<file path="src/rtl/tohost_monitor_pkg.sv">
// Shared definitions for the tohost pass/fail monitor.
// Status encoding and default parameter values.
package tohost_monitor_pkg;

  typedef enum logic [2:0] {
    ST_RUN     = 3'd0,
    ST_PASS    = 3'd1,
    ST_FAIL    = 3'd2,
    ST_TIMEOUT = 3'd3,
    ST_HANG    = 3'd4
  } status_e;

  localparam logic [31:0] TOHOST_ADDR_DEF = 32'h0000_1000;
  localparam int          TIMEOUT_DEF     = 5000;
  localparam int          LOOP_LIMIT_DEF  = 16;

  function automatic logic is_tohost(
    input logic [29:0] word,
    input logic [29:0] base
  );
    return word == base;
  endfunction

endpackage

</file>
<file path="src/rtl/tohost_monitor_if.sv">
// Snoop bundle: core data-memory write port plus retire info.
// The core side drives it; the monitor only listens.
interface tohost_monitor_if;
  logic        mem_we;
  logic [31:0] mem_addr;
  logic [31:0] mem_wdata;
  logic [3:0]  mem_wstrb;
  logic        ret_valid;
  logic [31:0] ret_pc;

  modport master (
    output mem_we, mem_addr, mem_wdata, mem_wstrb,
    output ret_valid, ret_pc
  );

  modport slave (
    input mem_we, mem_addr, mem_wdata, mem_wstrb,
    input ret_valid, ret_pc
  );
endinterface

</file>
<file path="src/rtl/tohost_monitor_pc_loop_detector.sv">
// Counts consecutive retires at one PC and flags a hang
// on the retire that would reach LOOP_LIMIT.
module pc_loop_detector #(
  parameter int LOOP_LIMIT = 16
) (
  input  logic        clk,
  input  logic        rst,
  input  logic        en,
  input  logic        ret_valid,
  input  logic [31:0] ret_pc,
  output logic        hang
);

  localparam int CW = $clog2(LOOP_LIMIT + 1);

  logic [31:0]   last_pc;
  logic          last_ok;
  logic [CW-1:0] cnt_q;
  logic [CW-1:0] cnt_d;
  logic          take;

  assign take = en && ret_valid;

  always_comb begin
    cnt_d = CW'(1);
    if (last_ok && ret_pc == last_pc)
      cnt_d = cnt_q + CW'(1);
  end

  assign hang = take && (cnt_d == CW'(LOOP_LIMIT));

  always_ff @(posedge clk) begin
    if (rst) begin
      last_pc <= '0;
      last_ok <= 1'b0;
      cnt_q   <= '0;
    end else if (take) begin
      last_pc <= ret_pc;
      last_ok <= 1'b1;
      cnt_q   <= cnt_d;
    end
  end

endmodule

</file>
<file path="src/rtl/tohost_monitor.sv">
// Decodes riscv-tests tohost writes, timeout and PC hang
// into a sticky terminal status for the simulation top.
module tohost_monitor
  import tohost_monitor_pkg::*;
#(
  parameter logic [31:0] TOHOST_ADDR = TOHOST_ADDR_DEF,
  parameter int          TIMEOUT     = TIMEOUT_DEF,
  parameter int          LOOP_LIMIT  = LOOP_LIMIT_DEF
) (
  input  logic              clk,
  input  logic              rst,
  tohost_monitor_if.slave   bus,
  output logic              done,
  output logic              pass,
  output logic [2:0]        status,
  output logic [30:0]       fail_code,
  output logic [31:0]       cycles
);

  status_e     state_q, state_d;
  logic [30:0] fail_q, fail_d;
  logic [31:0] cyc_q, cyc_d;

  logic wr, wr_pass, wr_fail, hang, last_cyc;
  logic unused_addr;

  assign unused_addr = &{1'b0, bus.mem_addr[1:0]};

  assign wr = bus.mem_we
           && is_tohost(bus.mem_addr[31:2], TOHOST_ADDR[31:2])
           && bus.mem_wstrb == 4'hF;

  assign wr_pass  = wr && bus.mem_wdata == 32'd1;
  assign wr_fail  = wr && bus.mem_wdata[0]
                       && bus.mem_wdata != 32'd1;
  assign last_cyc = cyc_q == 32'(TIMEOUT - 1);

  pc_loop_detector #(
    .LOOP_LIMIT (LOOP_LIMIT)
  ) u_loop (
    .clk       (clk),
    .rst       (rst),
    .en        (state_q == ST_RUN),
    .ret_valid (bus.ret_valid),
    .ret_pc    (bus.ret_pc),
    .hang      (hang)
  );

  // Ordering of the arms sets event priority.
  always_comb begin
    state_d = state_q;
    fail_d  = fail_q;
    cyc_d   = cyc_q;
    if (state_q == ST_RUN) begin
      cyc_d = cyc_q + 32'd1;
      priority case (1'b1)
        wr_pass:  state_d = ST_PASS;
        wr_fail: begin
          state_d = ST_FAIL;
          fail_d  = bus.mem_wdata[31:1];
        end
        hang:     state_d = ST_HANG;
        last_cyc: state_d = ST_TIMEOUT;
        default:  ;
      endcase
    end
  end

  always_ff @(posedge clk) begin
    if (rst) begin
      state_q <= ST_RUN;
      fail_q  <= '0;
      cyc_q   <= '0;
    end else begin
      state_q <= state_d;
      fail_q  <= fail_d;
      cyc_q   <= cyc_d;
    end
  end

  assign status    = state_q;
  assign done      = state_q != ST_RUN;
  assign pass      = state_q == ST_PASS;
  assign fail_code = fail_q;
  assign cycles    = cyc_q;

endmodule

</file>
<file path="src/flat_wrapper.sv">
// flat-port wrapper written by rule: the top's interface ports become plain ports
module tohost_monitor_flat import tohost_monitor_pkg::*;
#(
  parameter logic [31:0] TOHOST_ADDR = TOHOST_ADDR_DEF,
  parameter int          TIMEOUT     = TIMEOUT_DEF,
  parameter int          LOOP_LIMIT  = LOOP_LIMIT_DEF
)
  (clk, rst, done, pass, status, fail_code, cycles, bus_mem_we, bus_mem_addr, bus_mem_wdata, bus_mem_wstrb, bus_ret_valid, bus_ret_pc);
  tohost_monitor_if bus_i ();
  input  logic clk;
  input  logic rst;
  output logic done;
  output logic pass;
  output logic [2:0] status;
  output logic [30:0] fail_code;
  output logic [31:0] cycles;
  input wire logic [$bits(bus_i.mem_we)-1:0] bus_mem_we;
  input wire logic [$bits(bus_i.mem_addr)-1:0] bus_mem_addr;
  input wire logic [$bits(bus_i.mem_wdata)-1:0] bus_mem_wdata;
  input wire logic [$bits(bus_i.mem_wstrb)-1:0] bus_mem_wstrb;
  input wire logic [$bits(bus_i.ret_valid)-1:0] bus_ret_valid;
  input wire logic [$bits(bus_i.ret_pc)-1:0] bus_ret_pc;
  assign bus_i.mem_we = bus_mem_we;
  assign bus_i.mem_addr = bus_mem_addr;
  assign bus_i.mem_wdata = bus_mem_wdata;
  assign bus_i.mem_wstrb = bus_mem_wstrb;
  assign bus_i.ret_valid = bus_ret_valid;
  assign bus_i.ret_pc = bus_ret_pc;
  tohost_monitor #(.TOHOST_ADDR(TOHOST_ADDR), .TIMEOUT(TIMEOUT), .LOOP_LIMIT(LOOP_LIMIT)) u_core (.clk(clk), .rst(rst), .bus(bus_i), .done(done), .pass(pass), .status(status), .fail_code(fail_code), .cycles(cycles));
endmodule
</file>
<file path="config.mk">
export PLATFORM = sky130hd
export DESIGN_NAME = tohost_monitor_flat
export DESIGN_NICKNAME = d
export VERILOG_FILES = /design/src/rtl/tohost_monitor_pkg.sv /design/src/rtl/tohost_monitor_if.sv /design/src/rtl/tohost_monitor_pc_loop_detector.sv /design/src/rtl/tohost_monitor.sv /design/src/flat_wrapper.sv
export SDC_FILE = /design/constraint.sdc
export NUM_CORES = 1
export LEC_CHECK = 0
export CORE_MARGIN = 8
export CORE_UTILIZATION = 43
export CTS_CLUSTER_SIZE = 40
export DETAILED_ROUTE_END_ITERATION = 10
export GPL_ROUTABILITY_DRIVEN = 0
export PLACE_DENSITY = 0.78
export SLEW_MARGIN = 20
export SYNTH_ARGS = -nofsm -noshare
export SYNTH_HDL_FRONTEND = slang
export SYNTH_SLANG_ARGS = --single-unit
</file>
<file path="constraint.sdc">
create_clock -name clk -period 2.6 [get_ports clk]
set_input_delay 0.26 -clock clk [delete_from_list [all_inputs] [get_ports clk]]
set_output_delay 0.26 -clock clk [all_outputs]
set_load 0.02 [all_outputs]
</file>
## Word-level counts from Yosys, hierarchy flattened

Index checks and enable logic that the tools add are counted.

| storage, ports and cells | value |
|---|---|
| flip-flop bits (word level) | 104 |
| output and inout bits | 68 |
| word-level logic and storage cells | 35 |

| cells by class | value |
|---|---|
| $add $sub $neg | 2 |
| equality and inequality tests | 8 |
| mux-type cells | 5 |
| bitwise logic cells | 1 |
| reduce and logical (&&, ||, !) cells | 13 |

Operator list:

| kind | count |
|---|---|
| $add 32x1->32 const B | 1 |
| $eq 32x1->1 const B | 1 |
| $eq 32x13->1 const B | 1 |
| $eq 32x32->1 | 1 |
| $ne 32x1->1 const B | 1 |
| $eq 30x11->1 const B | 1 |
| $mux 3 | 4 |
| $logic_and 1x1->1 | 8 |
| $add 5x1->5 const B | 1 |
| $eq 5x5->1 const B | 1 |
| $mux 5 | 1 |
| $eq 4x4->1 const B | 1 |
| $reduce_bool 4->1 | 1 |
| $eq 3x1->1 const B | 1 |
| $logic_not 3->1 | 1 |
| $reduce_and 3->1 | 1 |
| $reduce_bool 3->1 | 1 |
| $reduce_and 2->1 | 1 |
| $not 1->1 | 1 |

## Longest topological paths before layout

| logic depth | value |
|---|---|
| word-level depth | 8 |
| gate-level depth with buffers | 8 |
| gate-level depth less buffers | 7 |

## By module

From an unflattened synthesis, not the netlist that was laid out.

| second synthesis, totals | value |
|---|---|
| cell total of the unflattened synthesis | 543 |
| area, all modules | 4805.9 sq um |

By module, submodules not included:

| module | times used | cells an instance | area each (sq um) | seq. area each (sq um) |
|---|---|---|---|---|
| tohost_monitor | 1 | 322 | 3010.4 | 1321.3 |
| pc_loop_detector | 1 | 221 | 1795.5 | 760.7 |

## Worst setup path after synthesis

Ideal clock, no wire load.

| path | value |
|---|---|
| path type | reg-to-reg |
| start | reg u_core.state_q[2] (netlist: u_core.status[2]) |
| end | reg u_core.cyc_q[26] (netlist: u_core.cycles[26]) |
| arrival time | 2.056 ns |
| slack | 0.416 ns |
| cell stages (with the launch flop) | 8 |
| path buffers | 0 |
| clock period less this slack | 2.184 ns |
| path through | dfxtp_1 nor3_4 inv_2 or4_4 nor4_4 nand3_1 xor2_1 nor2_1 |

| on the way | value |
|---|---|
| longest elaborated chain between the ends | 1 |

RTL lines:

| item | RTL line | RTL |
|---|---|---|
| from (decl) | tohost_monitor.sv:20 | `status_e state_q, state_d;` |
| from (signal assigned) | tohost_monitor.sv:75 | `state_q <= state_d;` |
| $logic_not 3->1 | tohost_monitor.sv:54 | `if (state_q == ST_RUN) begin` |
| to (signal assigned) | tohost_monitor.sv:77 | `cyc_q <= cyc_d;` |
| to (decl) | tohost_monitor.sv:22 | `logic [31:0] cyc_q, cyc_d;` |

No other way between the ends.
A chain may end at the register's enable or synchronous reset.

## Final worst setup path

| path | value |
|---|---|
| start | in bus_mem_addr[22] |
| end | reg u_core.fail_q[13] (netlist: u_core.fail_code[13]) |

| on the way | value |
|---|---|
| longest elaborated chain between the ends | 6 |
| elaborated cells on any way between the ends | 8 |

RTL lines:

| item | RTL line | RTL |
|---|---|---|
| from (decl) | flat_wrapper.sv:18 | `input wire logic [$bits(bus_i.mem_addr)-1:0] bus_mem_addr;` |
| $eq 30x11->1 (*) | tohost_monitor_pkg.sv:21 | `return word == base;` |
| $logic_and 1x1->1 (*) | tohost_monitor.sv:30 | `&& is_tohost(bus.mem_addr[31:2], TOHOST_ADDR[31:2])` |
| $logic_and 1x1->1 (*) | tohost_monitor.sv:31 | `&& bus.mem_wstrb == 4'hF;` |
| $logic_and 1x1->1 (on tied branches) | tohost_monitor.sv:34, tohost_monitor.sv:33 |  |
| $logic_and 1x1->1 / $not 1->1 (equally long branches) | -- |  |
| $reduce_and 3->1 (no line) (*) | -- |  |
| to (signal assigned) | tohost_monitor.sv:76 | `fail_q <= fail_d;` |
| to (decl) | tohost_monitor.sv:21 | `logic [30:0] fail_q, fail_d;` |

Mark *: on every way between the ends. The rest lies on a longest branch, timed or not.

==> results_dict.tcl <==
set metrics [dict create \
    post_synth_xor_area_fraction 0.1065 \
    finClkSkew_ns 0.009038 \
    number_of_enable_flip_flop_cells_after_synthesis 0 \
    antenna_cells 0 \
    fin_nets 823 \
    detail_route.vias_per_cell 5.123 \
    drc_errors 0 \
    maximum_clock_frequency_mhz 427.8 \
    drtPass1Iterations 4 \
    global_route.usage.met2 0.3223 \
    first_global_vias 4548 \
    floorplan.rows 38 \
    static-leakage-power_nw 2.710 \
    worstSetupPathType "primary input to flop" \
    critical_path.startpoint_type "primary input" \
    synthSimpleGateAreaFrac 0.2850 \
    synth_area_sq_mm 0.004689 \
    slew_viol_final 0 \
    relSlewSlack 0.5213 \
    max_slew.worst_pin.slew_ns 0.7180 \
    cts-resized-gates 0 \
    htree_levels 3 \
    synth.area.top_cells "sky130_fd_sc_hd__dfxtp_1 44%, sky130_fd_sc_hd__xor2_1 8.2%, sky130_fd_sc_hd__nand2_1 7.5%" \
    die_area_sq_mm 0.01450 \
    synthMuxAreaShare 0.06617 \
    chipHeight_um 120.4 \
    ctsHoldBuffers 0 \
    antenna_found_initial 0 \
    worst_hold_path_type "primary input to flop" \
    synthesis.area_per_instance_sq_um 8.526 \
    core_ar_sq_mm 0.01075 \
    status "complete, no violations" \
    grt_overflow_total 0 \
    cts.root.buffer_cell "sky130_fd_sc_hd__clkbuf_8" \
    synth.yosys.warnings 0 \
    clockBufferDepth 2 \
    final_util 0.6295 \
    leading_area_contributor_after_synthesis "sky130_fd_sc_hd__dfxtp_1" \
    start_util 0.4364 \
    critPathCaptureType "flop" \
    cts_sinks 104 \
    route.final.wire_length_mm 13.93 \
    synth_cells 550 \
    busiest_layer "met2" \
    synth_adder_area_share 0.005336 \
    grtUsageMet3 0.05455 \
    finalSetupViolCount 0 \
    top_level_ports 172 \
    grt_first_pass_wirelength_mm 22.23 \
    post-synth-top-count-cell "sky130_fd_sc_hd__dfxtp_1" \
    largest_family_of_logic_cells_by_synthesized_area "simple AND/OR/NAND/NOR gates" \
    total_placed_cells_including_tap_cells 846 \
    area_growth_pct 44.24 \
    cts-buffers-inserted 9 \
    number_of_distinct_standard_cells_referenced_by_the_synthesized_netlist 45 \
    synth.cells.most_frequent "104 x sky130_fd_sc_hd__dfxtp_1, 94 x sky130_fd_sc_hd__nand2_1, 73 x sky130_fd_sc_hd__nor2_1" \
    first_iter_violations 288 \
    synthDominantCellAreaShare 0.4440 \
    synth.yosys.seq_area_share 0.4440 \
    worstPathArrival_ns 2.60 \
    ir_worst_vdd_uv 294.0 \
    clkLatencyLatePin_ns 0.37 \
    setup_repair_after_global_routing_missed_its_margin "no" \
    synth_top_flop_cell "sky130_fd_sc_hd__dfxtp_1" \
    synth_seq_cells 104 \
    critical_path_required_ns 2.86 \
    syn_nets 656 \
    cap_viol_max_count 0 \
    clkTransAtPathRegs_ns 0.10 \
    dp_hpwl_mm 10.55 \
    vias 4416 \
    gr-usage-met1 0.2113 \
    grt_start_max_net_pins 69 \
    synth_area_in_compound_gates 0.06163 \
    final_layout_size_suffix_gt1_frac 0.05817 \
    cts_post_setup_buffers_inserted 0 \
    cts_tree "done" \
    period_needed_ns 2.338 \
    totalPowerFinal_mw 3.128 \
    placement.io_buffers 169 \
    worst-path-max-fanout 31 \
    final_hold_viol_count 0 \
    detail-route-antenna-nets 0 \
    part_of_the_cycle_the_worst_path_needs 0.8991 \
    grtUsageTotal 0.1880 \
    async_reset_ff_frac 0 \
    cellPowerDensity_mw_per_mm2 462.5 \
    finish.cell_count_without_fillers 862 \
    routed_wire_length_per_instance_um 16.16 \
    die_width_um 120.4 \
]
-- registers in the layout (all words and copies together) (netlist names) --
register               flops
u_core.cycles             32
u_core.fail_code          31
u_core.status              3
u_core.u_loop.cnt_q        5
u_core.u_loop.last_ok      1
u_core.u_loop.last_pc     32
-- logic make-up after synthesis --
group,count (synthesis)
AO/OA/AOI/OAI,53
flip-flops,104
buffers and inverters,33
XOR/XNOR,57
multiplexers,31
AND/OR/NAND/NOR,270
adder cells (fa/ha/maj),2
-- final timing paths --
kind                                                        startpoint  cells past startpoint  slack (ns)                                     end
worst max-delay path                                  bus_mem_addr[22]                      8        0.26       u_core.fail_code[13]$_SDFFE_PP0P_
worst max register to register           u_core.status[2]$_SDFFE_PP0P_                      7        0.31           u_core.status[0]$_SDFFE_PP0P_
worst min-delay path                                               rst                      2        0.42           u_core.cycles[0]$_SDFFE_PP0N_
worst min register to register  u_core.u_loop.last_pc[17]$_SDFFE_PP0P_                      2        0.47  u_core.u_loop.last_pc[17]$_SDFFE_PP0P_
-- cell usage in the layout (no fill, tap or decap), types with 2 or more instances in the layout --
cell / count
sky130_fd_sc_hd__clkdlybuf4s50_1: 168
sky130_fd_sc_hd__dfxtp_1: 104
sky130_fd_sc_hd__nand2_1: 94
sky130_fd_sc_hd__nor2_1: 73
sky130_fd_sc_hd__xor2_1: 44
sky130_fd_sc_hd__a21oi_1: 38
sky130_fd_sc_hd__mux2i_1: 31
sky130_fd_sc_hd__nor4_1: 28
sky130_fd_sc_hd__nand3_1: 18
sky130_fd_sc_hd__xnor2_1: 13
sky130_fd_sc_hd__buf_4: 11
sky130_fd_sc_hd__nor3_1: 10
sky130_fd_sc_hd__nand4_1: 10
sky130_fd_sc_hd__clkbuf_8: 10
sky130_fd_sc_hd__inv_1: 8
sky130_fd_sc_hd__and3_1: 5
sky130_fd_sc_hd__o21ai_0: 4
sky130_fd_sc_hd__a31oi_1: 4
sky130_fd_sc_hd__and4_1: 3
sky130_fd_sc_hd__nor4b_1: 3
sky130_fd_sc_hd__nor2b_1: 3
sky130_fd_sc_hd__o22ai_1: 3
sky130_fd_sc_hd__or4_4: 2
sky130_fd_sc_hd__nor4_4: 2
sky130_fd_sc_hd__or3_1: 2
sky130_fd_sc_hd__or4b_2: 2
sky130_fd_sc_hd__nand2b_1: 2
sky130_fd_sc_hd__o31ai_1: 2
sky130_fd_sc_hd__and2_1: 2
sky130_fd_sc_hd__ha_1: 2
sky130_fd_sc_hd__clkinv_4: 2
sky130_fd_sc_hd__bufinv_16: 2
-- where the power goes --
group	leakage, nW	switching [mW]	internal (mW)
Clock	0.117	0.562	0.574
Combinational	1.75	0.142	0.199
Sequential	0.845	0.0248	1.63
Total	2.71	0.728	2.40
-- layout make-up --
| cell class | instances | area [sq um] |
|---|---|---|
| repair buffers | 180 | 1784 |
| clock inverters | 6 | 91.34 |
| fillers | 929 | 3981 |
| inverters | 9 | 33.78 |
| flip-flops and latches | 104 | 2082 |
| multi-input cells | 413 | 2460 |
| clock buffers | 10 | 137.6 |
| well taps | 140 | 175.2 |
-- through the flow --
step | setup TNS [ns] | area [sq um] | hold slack (ns) | setup slack (ns)
after detailed placement | -2.317 | 6535 | 0.4541 | -0.1172
after global routing | 0 | 6764 | 0.4339 | 0.1603
after global placement | 0 | 6535 | 0.4426 | 0.006513
after floorplan | 0 | 4690 | 0.3960 | 0.4163
after CTS | 0 | 6764 | 0.4033 | 0.2820
final | 0 | 6764 | 0.4192 | 0.2622
-- metal layers --
layer	wire length, um	share of wire
met1	5629	0.40
met5	0	0
met4	344	0.025
met3	1054	0.076
met2	6899	0.50
-- critical path, stage by stage --
cell	delay, ns
sky130_fd_sc_hd__clkdlybuf4s50_1	0.42
sky130_fd_sc_hd__nor4_1	0.41
sky130_fd_sc_hd__and3_1	0.25
sky130_fd_sc_hd__nand2_1	0.06
sky130_fd_sc_hd__or4b_2	0.68
sky130_fd_sc_hd__buf_12	0.22
sky130_fd_sc_hd__mux2i_1	0.21
sky130_fd_sc_hd__nor2_1	0.07
Power figures use the tool's default switching activity.
